### src/rtl/ma_stage_if.sv
// rtl/ma_stage_if.sv - data-memory request/acknowledge port between the MA stage and memory
interface ma_stage_if;
    logic        mem_req;
    logic        mem_we;
    logic [31:0] mem_addr;
    logic [31:0] mem_wdata;
    logic [31:0] mem_rdata;
    logic        mem_ack;

    // Pipeline side: issues requests, receives load data and completion
    modport master (
        output mem_req, mem_we, mem_addr, mem_wdata,
        input  mem_rdata, mem_ack
    );

    // Memory side: services requests
    modport slave (
        input  mem_req, mem_we, mem_addr, mem_wdata,
        output mem_rdata, mem_ack
    );
endinterface

### src/rtl/ma_stage.sv
// rtl/ma_stage.sv - memory-access pipeline stage with bounded wait and sticky error flag
module ma_stage #(
    parameter int CB_WIDTH       = 22,
    parameter int LD_BIT         = 1,
    parameter int ST_BIT         = 0,
    parameter int TIMEOUT_CYCLES = 16
) (
    input  logic                clk,
    input  logic                rst,
    input  logic                in_valid,
    input  logic [31:0]         in_PC,
    input  logic [31:0]         in_ALU_Result,
    input  logic [31:0]         in_op2,
    input  logic [31:0]         in_IR,
    input  logic [CB_WIDTH-1:0] in_controlBus,
    ma_stage_if.master          mem,
    output logic                ma_stall,
    output logic                out_valid,
    output logic [31:0]         out_PC,
    output logic [31:0]         out_ALU_Result,
    output logic [31:0]         out_ld_result,
    output logic [31:0]         out_IR,
    output logic [CB_WIDTH-1:0] out_controlBus,
    output logic                mem_error
);
    localparam int CW = (TIMEOUT_CYCLES > 2) ? $clog2(TIMEOUT_CYCLES) : 1;
    localparam logic [CW-1:0] CNT_MAX = CW'(TIMEOUT_CYCLES - 1);

    typedef enum logic {
        S_IDLE,
        S_WAIT
    } state_t;

    state_t                state_q;
    logic [CW-1:0]         cnt_q;
    logic [CW-1:0]         cnt_d;
    logic                  mem_req_q;
    logic                  mem_we_q;
    logic [31:0]           mem_addr_q;
    logic [31:0]           mem_wdata_q;
    logic                  out_valid_q;
    logic [31:0]           out_pc_q;
    logic [31:0]           out_alu_q;
    logic [31:0]           out_ld_q;
    logic [31:0]           out_ir_q;
    logic [CB_WIDTH-1:0]   out_cb_q;
    logic                  mem_error_q;

    logic is_ld;
    logic is_st;
    logic memop;
    logic misaligned;
    logic timeout_hit;

    // Instruction classification; a store wins if both load and store bits are set
    always_comb begin
        is_ld       = in_controlBus[LD_BIT];
        is_st       = in_controlBus[ST_BIT];
        memop       = in_valid & (is_ld | is_st);
        misaligned  = |in_ALU_Result[1:0];
        timeout_hit = (cnt_q == CNT_MAX);
        cnt_d       = cnt_q + 1'b1;
    end

    // Hold upstream while an aligned access is launching or still outstanding
    always_comb begin
        ma_stall = 1'b0;
        if (state_q == S_IDLE) begin
            ma_stall = memop & ~misaligned;
        end else begin
            ma_stall = ~mem.mem_ack & ~timeout_hit;
        end
    end

    // Stage FSM: launches accesses, waits for ack or timeout, registers results
    always_ff @(posedge clk or posedge rst) begin
        if (rst) begin
            state_q     <= S_IDLE;
            cnt_q       <= '0;
            mem_req_q   <= 1'b0;
            mem_we_q    <= 1'b0;
            mem_addr_q  <= '0;
            mem_wdata_q <= '0;
            out_valid_q <= 1'b0;
            out_pc_q    <= '0;
            out_alu_q   <= '0;
            out_ld_q    <= '0;
            out_ir_q    <= '0;
            out_cb_q    <= '0;
            mem_error_q <= 1'b0;
        end else begin
            case (state_q)
                S_IDLE: begin
                    if (!in_valid) begin
                        out_valid_q <= 1'b0;
                    end else if (!memop || misaligned) begin
                        // Non-memory ops and misaligned accesses complete in one edge
                        out_valid_q <= 1'b1;
                        out_pc_q    <= in_PC;
                        out_alu_q   <= in_ALU_Result;
                        out_ld_q    <= '0;
                        out_ir_q    <= in_IR;
                        out_cb_q    <= in_controlBus;
                        if (memop) begin
                            mem_error_q <= 1'b1;
                        end
                    end else begin
                        mem_req_q   <= 1'b1;
                        mem_we_q    <= is_st;
                        mem_addr_q  <= in_ALU_Result;
                        mem_wdata_q <= in_op2;
                        out_valid_q <= 1'b0;
                        cnt_q       <= '0;
                        state_q     <= S_WAIT;
                    end
                end
                S_WAIT: begin
                    if (mem.mem_ack || timeout_hit) begin
                        // Upstream is stable during WAIT, so inputs still describe this instruction
                        out_valid_q <= 1'b1;
                        out_pc_q    <= in_PC;
                        out_alu_q   <= in_ALU_Result;
                        out_ir_q    <= in_IR;
                        out_cb_q    <= in_controlBus;
                        mem_req_q   <= 1'b0;
                        state_q     <= S_IDLE;
                        if (mem.mem_ack) begin
                            out_ld_q <= mem_we_q ? 32'd0 : mem.mem_rdata;
                        end else begin
                            out_ld_q    <= '0;
                            mem_error_q <= 1'b1;
                        end
                    end else begin
                        cnt_q <= cnt_d;
                    end
                end
                default: begin
                    state_q   <= S_IDLE;
                    mem_req_q <= 1'b0;
                end
            endcase
        end
    end

    assign mem.mem_req   = mem_req_q;
    assign mem.mem_we    = mem_we_q;
    assign mem.mem_addr  = mem_addr_q;
    assign mem.mem_wdata = mem_wdata_q;

    assign out_valid      = out_valid_q;
    assign out_PC         = out_pc_q;
    assign out_ALU_Result = out_alu_q;
    assign out_ld_result  = out_ld_q;
    assign out_IR         = out_ir_q;
    assign out_controlBus = out_cb_q;
    assign mem_error      = mem_error_q;
endmodule
### src/flat_wrapper.sv
// flat-port wrapper written by rule: the top's interface ports become plain ports
module ma_stage_flat 
#(
    parameter int CB_WIDTH       = 22,
    parameter int LD_BIT         = 1,
    parameter int ST_BIT         = 0,
    parameter int TIMEOUT_CYCLES = 16
)
  (clk, rst, in_valid, in_PC, in_ALU_Result, in_op2, in_IR, in_controlBus, ma_stall, out_valid, out_PC, out_ALU_Result, out_ld_result, out_IR, out_controlBus, mem_error, mem_mem_req, mem_mem_we, mem_mem_addr, mem_mem_wdata, mem_mem_rdata, mem_mem_ack);
  ma_stage_if mem_i ();
  input  logic clk;
  input  logic rst;
  input  logic in_valid;
  input  logic [31:0] in_PC;
  input  logic [31:0] in_ALU_Result;
  input  logic [31:0] in_op2;
  input  logic [31:0] in_IR;
  input  logic [CB_WIDTH-1:0] in_controlBus;
  output logic ma_stall;
  output logic out_valid;
  output logic [31:0] out_PC;
  output logic [31:0] out_ALU_Result;
  output logic [31:0] out_ld_result;
  output logic [31:0] out_IR;
  output logic [CB_WIDTH-1:0] out_controlBus;
  output logic mem_error;
  output wire logic [$bits(mem_i.mem_req)-1:0] mem_mem_req;
  output wire logic [$bits(mem_i.mem_we)-1:0] mem_mem_we;
  output wire logic [$bits(mem_i.mem_addr)-1:0] mem_mem_addr;
  output wire logic [$bits(mem_i.mem_wdata)-1:0] mem_mem_wdata;
  input wire logic [$bits(mem_i.mem_rdata)-1:0] mem_mem_rdata;
  input wire logic [$bits(mem_i.mem_ack)-1:0] mem_mem_ack;
  assign mem_mem_req = mem_i.mem_req;
  assign mem_mem_we = mem_i.mem_we;
  assign mem_mem_addr = mem_i.mem_addr;
  assign mem_mem_wdata = mem_i.mem_wdata;
  assign mem_i.mem_rdata = mem_mem_rdata;
  assign mem_i.mem_ack = mem_mem_ack;
  ma_stage #(.CB_WIDTH(CB_WIDTH), .LD_BIT(LD_BIT), .ST_BIT(ST_BIT), .TIMEOUT_CYCLES(TIMEOUT_CYCLES)) u_core (.clk(clk), .rst(rst), .in_valid(in_valid), .in_PC(in_PC), .in_ALU_Result(in_ALU_Result), .in_op2(in_op2), .in_IR(in_IR), .in_controlBus(in_controlBus), .mem(mem_i), .ma_stall(ma_stall), .out_valid(out_valid), .out_PC(out_PC), .out_ALU_Result(out_ALU_Result), .out_ld_result(out_ld_result), .out_IR(out_IR), .out_controlBus(out_controlBus), .mem_error(mem_error));
endmodule
### config.mk
export PLATFORM = sky130hd
export DESIGN_NAME = ma_stage_flat
export DESIGN_NICKNAME = d
export VERILOG_FILES = /design/src/rtl/ma_stage_if.sv /design/src/rtl/ma_stage.sv /design/src/flat_wrapper.sv
export SDC_FILE = /design/constraint.sdc
export NUM_CORES = 1
export LEC_CHECK = 0
export CORE_AREA = 2 2 158 160
export CTS_CLUSTER_SIZE = 20
export DETAILED_ROUTE_END_ITERATION = 8
export DIE_AREA = 0 0 160 162
export PLACE_DENSITY = 0.73
export SYNTH_ARGS = -nofsm -noshare
export SYNTH_HDL_FRONTEND = slang
export SYNTH_SLANG_ARGS = --single-unit
### constraint.sdc
create_clock -name clk -period 7.9 [get_ports clk]
set_clock_uncertainty 0.15 [all_clocks]
set_input_delay 1.185 -clock clk [delete_from_list [all_inputs] [get_ports clk]]
set_output_delay 1.185 -clock clk [all_outputs]
set_load 0.02 [all_outputs]
# ---- Word-level counts from Yosys, hierarchy flattened
# Cells that the tools add are included.
dict set report totals {
  reg_bits 223
  out_inout_bits 219
  in_bits 186
}
dict set report classes {
  eq_ne 8
  muxes 45
  n_bitwise 9
  n_reduce_logical 9
  addsub 1
}
# cell count
set op_table {}
lappend op_table {{$mux W32} 14}
lappend op_table {{$pmux W32 S2} 4}
lappend op_table {{$mux W22} 3}
lappend op_table {{$pmux W22 S2} 1}
lappend op_table {{$mux W1} 15}
lappend op_table {{$mux W4} 3}
lappend op_table {{$ne A2 B2 Y1 const B} 6}
lappend op_table {{$reduce_and A3 Y1} 4}
lappend op_table {{$pmux W1 S2} 4}
lappend op_table {{$pmux W4 S2} 1}
lappend op_table {{$not A1 Y1} 5}
lappend op_table {{$reduce_and A5 Y1} 1}
lappend op_table {{$add A4 B1 Y4 const B} 1}
lappend op_table {{$eq A4 B4 Y1 const B} 1}
lappend op_table {{$and A1 B1 Y1} 3}
lappend op_table {{$logic_or A1 B1 Y1} 2}
lappend op_table {{$ne A2 B1 Y1 const B} 1}
lappend op_table {{$reduce_or A2 Y1} 1}
lappend op_table {{$logic_not A1 Y1} 1}
lappend op_table {{$or A1 B1 Y1} 1}

# ---- Depth between registers and ports, before layout
dict set report depth {
  word_depth 7
  mapped_depth 8
  ltp_nobuf 6
}

# ---- Worst setup path before layout
# OpenSTA, ideal clock, no wires.
dict set report synth_path {
  path_type {input to output}
  start {input port in_controlBus[0]}
  end {output port ma_stall}
  t_required_ns 6.565
  cell_stages 4
  n_path_buf 0
  slack_ns 4.681
  arrival_ns 1.884
  path_cell_list {o21ai_1 > nor4_4 > nor2_1 > inv_1}
}
dict set report synth_via {
  elab_chain_len 4
}
# element line_no
set synth_lines {}
lappend synth_lines {{start, declared} flat_wrapper.sv:18} ;# input logic [CB_WIDTH-1:0] in_controlBus;
lappend synth_lines {{$or A1 B1 Y1} ma_stage.sv:59} ;# memop = in_valid & (is_ld | is_st);
lappend synth_lines {{$and A1 B1 Y1} ma_stage.sv:59}
lappend synth_lines {{$and A1 B1 Y1} ma_stage.sv:69} ;# ma_stall = memop & ~misaligned;
lappend synth_lines {{$mux W1} ma_stage.sv:68} ;# if (state_q == S_IDLE) begin
lappend synth_lines {{end, declared} flat_wrapper.sv:19} ;# output logic ma_stall;
# Every way passes these cells.

# ---- Worst setup path in the final report
# Ends and elaborated chain as after synthesis.

==> summary.md <==
| Metric | Value |
|---|---|
| Status | finished, final reports clean |
| Post-CTS Hold Fix Bufs | 0 |
| Max_slew headroom | 19.5% |
| Count of standard-cell rows | 57 |
| Diodes inserted | 0 |
| Post-route DRC violation count | 0 |
| Register bit count reported by yosys | 223 |
| Post-CTS Setup Inserts | 0 |
| CTS Buf Count | 25 |
| Number of nets with antenna violations after routing | 0 |
| Post-route cell area | 13500 um2 |
| Post-synthesis sequential area ratio | 67.0% |
| Layout Nets | 1224 |
| Area of the die | 25900 um2 |
| Clock tree from TritonCTS | yes |
| Net count of the mapped netlist | 821 |
| Root buf cell | sky130_fd_sc_hd__clkbuf_16 |
| Area added between synthesis and finish | 61.7% |
| Number of sinks handled by clock tree synthesis | 223 |
| Global-route wire length before repair | 38000 um |
| Count of instances resized after the clock tree is built | 0 |
| Post-synthesis instance area | 8330 um2 |
| Hold slack | 313 ps |
| Total area of sequential cells | 5580 um2 |
| Power density cells | 262 nW/um2 |
| Area of the placeable core | 24100 um2 |
| Routed WL | 24600 um |
| First-pass DRT Iterations | 4 |
| HPWL Detailed | 17700 um |
| Post-synth cell types | 26 |
| Max Freq | 0.204 GHz |
| Cell with the most instances after synthesis | sky130_fd_sc_hd__dfrtp_1 |
| Routed via count | 6384 |
| Total Routing Usage GR | 18.5% |
| Kind of path behind the tightest hold check | reg -> reg |
| Number of buffers on the longest clock path | 3 |
| FFs w/ async S/R, synth | 100% |
| Pin count of the biggest net entering global routing | 129 |
| Average vias per placed instance | 4.63 |
| Area after detailed placement | 12700 um2 |
| Primary FF master, synth | sky130_fd_sc_hd__dfrtp_1 |
| Fraction of the cycle the final worst path needs | 62.1% |
| Filler Cell Count | 2055 |
| Cells traversed along the worst timing path | clkdlybuf4s50_1 > o21ai_1 > nor4_4 > buf_4 > nor2_1 > inv_1 > clkdlybuf4s50_1 |
| Count of endpoints failing setup in the final report | 0 |
| Top cell type's share of synthesized area | 67.0% |
| Kind of end point of the critical path | output pin |
| Setup repair after global routing missed its margin | no |
| Critical Setup Path Class | in -> out |
| Placed Instances | 1334 |
| Horizontal die dimension | 160 um |
| Floorplan die height | 162 um |
| Clk Latency, worst-skew pair | 520 ps |
| End-of-flow core utilization | 55.9% |
| Ports | 405 |
| Peak VDD IR | 0.149 mV |
| Critical path arrival | 3570 ps |
| Period minus WS final | 4900 ps |
| H-tree depth | 1 |
| Biggest area contributors in the synthesized netlist | sky130_fd_sc_hd__dfrtp_1 67%, sky130_fd_sc_hd__mux2_2 16%, sky130_fd_sc_hd__nand2_1 8.8% |
| Setup crit start kind | primary input |
| Average cell area after synthesis | 13.1 um2 |
| Number of global-route vias before repair | 6755 |
| Transition time at the pin with the least slew margin | 1200 ps |
| Most repeated library cell on the critical path | sky130_fd_sc_hd__clkdlybuf4s50_1 |
| Setup TNS | 0 ps |
| Routability-driven placement congestion ratio | 0.780 |
| Finished Layout Cells | 1379 |
| Final Hold Fails | 0 |
| Fraction of final layout cells with drive strength greater than 1 | 15.8% |
| Number of enable-type register cells in the synthesized netlist | 0 |
| Commonest cells in the synthesized netlist | 223 x sky130_fd_sc_hd__dfrtp_1, 195 x sky130_fd_sc_hd__nand2_1, 116 x sky130_fd_sc_hd__mux2_2 |
| Multi-input gate area | 2540 um2 |
| Clock transition at path regs | 60 ps |
| Post-detailed-route wirelength per cell | 17.8 um |
| Number of warning messages in the yosys log | 0 |
| Slowest cell on the critical path | sky130_fd_sc_hd__clkdlybuf4s50_1 |
| Port buffer count | 404 |
| Final Max Tran Viols | 0 |
| Maximum fanout count along the critical path | 44 |
| Max-cap violation count | 0 |
| Leak Pwr | 5.92 nW |
| Starting density of the core | 34.6% |
| Register-to-register setup slack | 4750 ps |
| Largest incremental delay on the critical path | 620 ps |
| Initial detailed-routing violation count | 319 |
| Crit path required time | 6570 ps |
| Grt total ovfl | 0 |
| Library cell with the largest summed area after synthesis | sky130_fd_sc_hd__dfrtp_1 |
| Number of antenna violations at the first check in global routing | 0 |
| Synthesized instance count | 634 |
[power by group]
part / switching, mW / internal, mW / leakage [nW]
sequential: 0.100 / 1.32 / 2.73
clock: 0.453 / 0.681 / 0.397
combinational: 0.470 / 0.506 / 2.80
[state kept, by name, summed over array words and instances (netlist names)]
register               count
u_core.cnt_q               4
u_core.mem.mem_addr       32
u_core.mem.mem_req         1
u_core.mem.mem_wdata      32
u_core.mem.mem_we          1
u_core.mem_error           1
u_core.out_ALU_Result     32
u_core.out_IR             32
u_core.out_PC             32
u_core.out_controlBus     22
u_core.out_ld_result      32
u_core.out_valid           1
u_core.state_q             1
[cell families after synthesis]
group / synth area share, %
XOR/XNOR: 0.105
buffers and inverters: 2.55
AND/OR/NAND/NOR: 10.2
adder cells (fa/ha/maj): 0.150
flip-flops: 67.0
AO/OA/AOI/OAI: 4.21
multiplexers: 15.8
[metrics by stage]
step / setup WS [ps] / power (mW)
after floorplan: 459 / 1.89
after global placement: 3000 / 2.41
after detailed placement: 2950 / 2.43
after CTS: 2940 / 3.59
after global routing: 2790 / 3.70
final: 3000 / 3.53
[layout by cell type (no fill, tap or decap), drive strengths merged]
cell type      synthesis  layout
inv                    4       5
mux2i                  1       1
ha                     1       1
nor3b                  1       1
a21o                   1       1
o21ai                  3       3
nor2                   4       4
clkinvlp               0       1
dfrtp                223     223
buf                   22       7
nand3                  1       1
a31oi                  2       2
nor4                   1       1
or3                    1       1
clkdlybuf4s50          0     404
nand2                195     195
a22o                  36      36
mux2                 116     116
nor3                   4       4
or4                    1       1
bufinv                 0       1
and2                   3       3
clkbuf                13      39
xnor2                  1       1
clkinv                 0       3
[worst max-delay path, delay by kind of cell]
kind	cells	cell delay (ps)
compound gates	1	210
simple gates	2	410
buf+inv	4	1760
[layer usage]
metal	track usage (%)	up-vias	part of all wire, %
met4	7.49	0	3.8
met5	0	-	0
met2	31.7	254	50
met1	22.2	3129	39
li1	-	2938	-
met3	5.03	63	7.4
[cell type report]
cell class / count / area share (%)
sequential: 223 / 41.4
tap: 324 / 3.01
timing repair buffer: 411 / 30.5
clock inverter: 6 / 0.455
clock buffer: 39 / 5.55
multi-input combinational: 372 / 18.9
inverter: 4 / 0.167
[worst paths after layout]
kind,startpoint,end,cells after the start
worst min-delay path,u_core.mem_error,u_core.mem_error,1
worst min register to register,u_core.mem_error,u_core.mem_error,1
max in group asynchronous,rst,u_core.out_PC[3],3
worst max register to register,u_core.cnt_q[0],u_core.out_controlBus[10],6
min in group asynchronous,rst,u_core.mem.mem_wdata[25],2
worst max-delay path,in_controlBus[0],ma_stall,7
(Power assumes the default switching activity.)
